File: src/rtl/seq_bin_to_bcd.sv
// Sequential double-dabble converter: turns an unsigned magnitude plus its
// sign into packed BCD over BIN_W cycles behind a start/done handshake.
// Results appear only at completion, so the display logic never sees a
// partially converted value.
module seq_bin_to_bcd #(
  parameter int BIN_W       = 14,
  parameter int DIGITS      = 5,
  parameter int SHOW_DIGITS = 3
) (
  input  logic                  sys_clk,
  input  logic                  rst,
  input  logic                  start,
  input  logic [BIN_W-1:0]      bin_in,
  input  logic                  sign_in,
  output logic                  busy,
  output logic                  done,
  output logic [4*DIGITS-1:0]   bcd_out,
  output logic                  sign_out,
  output logic                  ovf_disp
);

  localparam int CNT_W = $clog2(BIN_W + 1);
  localparam int BCD_W = 4 * DIGITS;

  typedef enum logic {
    IDLE  = 1'b0,
    SHIFT = 1'b1
  } state_t;

  state_t             state, state_nxt;
  logic [CNT_W-1:0]   cnt;
  logic [BIN_W-1:0]   bin_sr;
  logic [BCD_W-1:0]   scratch;
  logic               sign_hold;

  logic               load;
  logic               shift_en;
  logic               finish;
  logic [BCD_W-1:0]   adj;
  logic [BCD_W-1:0]   shifted;

  // Add 3 to every digit that is 5 or more, all digits in parallel
  function automatic logic [BCD_W-1:0] add3_digits(input logic [BCD_W-1:0] s);
    logic [BCD_W-1:0] r;
    r = s;
    for (int i = 0; i < DIGITS; i++) begin
      if (s[4*i +: 4] >= 4'd5) r[4*i +: 4] = s[4*i +: 4] + 4'd3;
    end
    return r;
  endfunction

  // True when any digit the display cannot show is nonzero
  function automatic logic high_nonzero(input logic [BCD_W-1:0] b);
    logic r;
    r = 1'b0;
    for (int i = SHOW_DIGITS; i < DIGITS; i++) begin
      r = r | (|b[4*i +: 4]);
    end
    return r;
  endfunction

  assign adj     = add3_digits(scratch);
  assign shifted = {adj[BCD_W-2:0], bin_sr[BIN_W-1]};
  assign busy    = (state == SHIFT);

  // State register
  always_ff @(posedge sys_clk or posedge rst) begin
    if (rst) state <= IDLE;
    else     state <= state_nxt;
  end

  // Next state and datapath strobes; busy starts are ignored by construction
  always_comb begin
    state_nxt = state;
    load      = 1'b0;
    shift_en  = 1'b0;
    finish    = 1'b0;
    case (state)
      IDLE: begin
        if (start) begin
          load      = 1'b1;
          state_nxt = SHIFT;
        end
      end
      SHIFT: begin
        shift_en = 1'b1;
        if (cnt == CNT_W'(1)) begin
          finish    = 1'b1;
          state_nxt = IDLE;
        end
      end
      default: state_nxt = IDLE;
    endcase
  end

  // Operand capture, shift loop and result registers
  always_ff @(posedge sys_clk or posedge rst) begin
    if (rst) begin
      cnt       <= '0;
      bin_sr    <= '0;
      scratch   <= '0;
      sign_hold <= 1'b0;
      done      <= 1'b0;
      bcd_out   <= '0;
      sign_out  <= 1'b0;
      ovf_disp  <= 1'b0;
    end else begin
      done <= finish;
      if (load) begin
        bin_sr    <= bin_in;
        sign_hold <= sign_in;
        scratch   <= '0;
        cnt       <= CNT_W'(BIN_W);
      end else if (shift_en) begin
        scratch <= shifted;
        bin_sr  <= {bin_sr[BIN_W-2:0], 1'b0};
        cnt     <= cnt - CNT_W'(1);
      end
      if (finish) begin
        bcd_out  <= shifted;
        sign_out <= sign_hold;
        ovf_disp <= high_nonzero(shifted);
      end
    end
  end

endmodule

File: config.mk
export PLATFORM = sky130hd
export DESIGN_NAME = seq_bin_to_bcd
export DESIGN_NICKNAME = d
export VERILOG_FILES = /design/src/rtl/seq_bin_to_bcd.sv
export SDC_FILE = /design/constraint.sdc
export NUM_CORES = 1
export LEC_CHECK = 0
export ABC_AREA = 1
export CAP_MARGIN = 40
export CORE_MARGIN = 2
export CORE_UTILIZATION = 55
export CTS_BUF_LIST = sky130_fd_sc_hd__clkbuf_16
export CTS_CLUSTER_SIZE = 30
export DETAILED_ROUTE_END_ITERATION = 12
export GPL_TIMING_DRIVEN = 1
export PLACE_DENSITY = 0.8
export SLEW_MARGIN = 25
export SYNTH_ARGS = -nofsm -noshare
export SYNTH_HDL_FRONTEND = slang
export SYNTH_SLANG_ARGS = --single-unit
File: constraint.sdc
create_clock -name sys_clk -period 6.2 [get_ports sys_clk]
set_input_delay 1.24 -clock sys_clk [delete_from_list [all_inputs] [get_ports sys_clk]]
set_output_delay 1.24 -clock sys_clk [all_outputs]
set_load 0.1 [all_outputs]
==> run summary <==
Core Area -> 5110 um^2
Io pins -> 42
CTS Buf Count -> 9
Least-Margin Pin Slew -> 0.542 ns
Top routing layer in use -> met4
Port buffer count -> 41
Initial antenna violation count -> 0
Max-slew headroom -> 63.8%
Fill cells -> 332
Final Net Count -> 421
Hold Path Class -> register to register
1st-iter DRT viols -> 208
Met3 wire len -> 299 um
Die span in y -> 77.0 um
Post-CTS Hold Fix Bufs -> 0
# setup viols final -> 0
H-tree depth -> 3
Yosys reg bits -> 63
Setup bufs post-CTS -> 0
Root Buffer Master -> clkbuf_16
DR WL met2 -> 3.57 mm
Maxcap violations -> 0
RSZ-0062 raised after global routing -> false
Most used DFF post-synth -> dfrtp_1
Vias post-DR -> 2550
Pins Over Slew Limit -> 0
Layout cells sized above 1 -> 10.6%
TritonRoute pass-1 iters -> 8
Grt ovf -> 0
Final Skew -> 0.00787 ns
Synth top area share -> 53.8%
Routed Antenna Nets -> 0
Fmax -> 0.330 GHz
FP Rows -> 26
Clock Sinks -> 63
CP Class -> register to output port
Metal1 wirelength -> 2.81 mm
Synthesized area -> 2930 um^2
Status -> complete, no violations
Synthesized instance count -> 324
First-pass GRT wire length -> 11.6 mm
Die Outline Area -> 5920 um^2
Final setup TNS -> 0 ns
Via density per instance -> 5.48
# resized after CTS -> 0
Syn_nets -> 354
Final HPWL DP -> 4.38 mm
Wire length per cell -> 14.9 um
Ys async rst share -> 100%
CTS tree -> built
Post-Route WL -> 6.93 mm
Register area share after synthesis -> 53.8%
DR DRC count -> 0
Period minus WS final -> 3.03 ns
Largest net degree at the start of global routing -> 64
Largest cells by area after synthesis -> dfrtp_1 (54%), nand2_1 (10%), o21ai_0 (6.7%), inv_1 (5.6%), ha_1 (5.1%)
Skew-Pair Late Insertion Delay -> 0.33 ns
Area Growth Syn to Fin -> 36.8%
Worst Path Arrival -> 1.79 ns
YS warnings -> 0
Initial Utilization -> 57.3%
Number of synthesized flops with an enable pin -> 0
Startpoint Class -> register
CTS max path bufs -> 2
Antenna cells -> 0
Post-synth cell types -> 21
Clk slew on worst S/H paths -> 0.05 ns
Mean Syn Cell Area -> 9.04 um^2
CP Max Fanout -> 12
Critical path endpoint category -> output port
Vias in the first global route -> 2547
Final worst path period share -> 48.8%
Most instantiated cells after synthesis -> nand2_1 (80), dfrtp_1 (63), inv_1 (44)
Critical Path RT -> 4.96 ns
Top cell type by total area after synthesis -> dfrtp_1
Cell with the most instances after synthesis -> nand2_1
GRT Util Overall -> 24.9%
Die W -> 77.0 um
Final-report hold violation count -> 0
RD Place Congestion -> 0.801
==> cells in the final DEF, fill, tap and decap left out, types with 7 or more instances in the layout <==
cell	instances
buf_8	23
clkbuf_16	9
clkdlybuf4s50_1	41
dfrtp_1	63
ha_1	12
inv_1	47
nand2_1	80
nand3_1	8
nor2_1	16
o211ai_1	7
o21ai_0	39
o22ai_1	19
==> stage by stage <==
stage                     utilization (%)  setup WS [ns]  cells  instance area, um^2  hold slack, ns
after global placement               65.7           3.11    425                 3350           0.466
final                                78.4           3.17    465                 4000           0.480
after detailed placement             73.0           3.50    449                 3730           0.475
after global routing                 78.4           3.10    465                 4000           0.505
after floorplan                         -           3.39    324                 2930           0.453
after CTS                            77.9           3.16    464                 3980           0.486
==> per-layer routing <==
metal / up-vias / track usage [%]
met5: - / 0
li1: 1204 / -
met3: 28 / 4.00
met2: 102 / 42.0
met1: 1216 / 30.3
met4: 0 / 14.4
==> cells by family (layout without fill, tap and decap cells) <==
family                     Yosys count  in the layout  share of synthesized area (%)
AOI/OAI and AO/OA                   74             74                           14.9
xor gates and xnor gates             5              5                           1.50
adders and majority gates           12             12                           5.13
buffers and inverters               59            130                           8.97
DFF                                 63             63                           53.8
and+or+nand+nor                    111            111                           15.6
==> worst paths after layout <==
kind | startpoint | to | slack (ns) | depth (start not counted)
max in group asynchronous | rst | scratch[2] | 4.53 | 4
min in group asynchronous | rst | bcd_out[5] | 1.19 | 3
hold / removal | bcd_out[1] | bcd_out[1] | 0.48 | 2
setup / recovery | busy | busy | 3.17 | 2
hold reg to reg | bcd_out[1] | bcd_out[1] | 0.48 | 2
setup reg to reg | scratch[8] | scratch[10] | 4.43 | 7
==> worst max-delay path, stage by stage (launching register included) <==
cell and delay, ns:
dfrtp_1 0.65, clkdlybuf4s50_1 0.61, buf_8 0.20
==> final cells by class <==
class                           count  area [um^2]  area share (%)
Multi-Input combinational cell    202         1090            27.2
Clock inverter                      6         23.8           0.594
Clock buffer                        9          225            5.63
Inverter                           47          176            4.41
Timing Repair Buffer               68          826            20.6
Tap cell                           70         87.6            2.19
Sequential cell                    63         1580            39.4
==> registers in the layout, summed over array words and instances (netlist names) <==
| register | flops |
|---|---|
| scratch | 20 |
| bin_sr | 14 |
| sign_hold | 1 |
| done | 1 |
| cnt | 4 |
| sign_out | 1 |
| busy | 1 |
| bcd_out | 20 |
| ovf_disp | 1 |
Power is left out: the tool's default activity adds up to more than one toggle a clock period on the data nets, which glitch-free logic cannot reach.
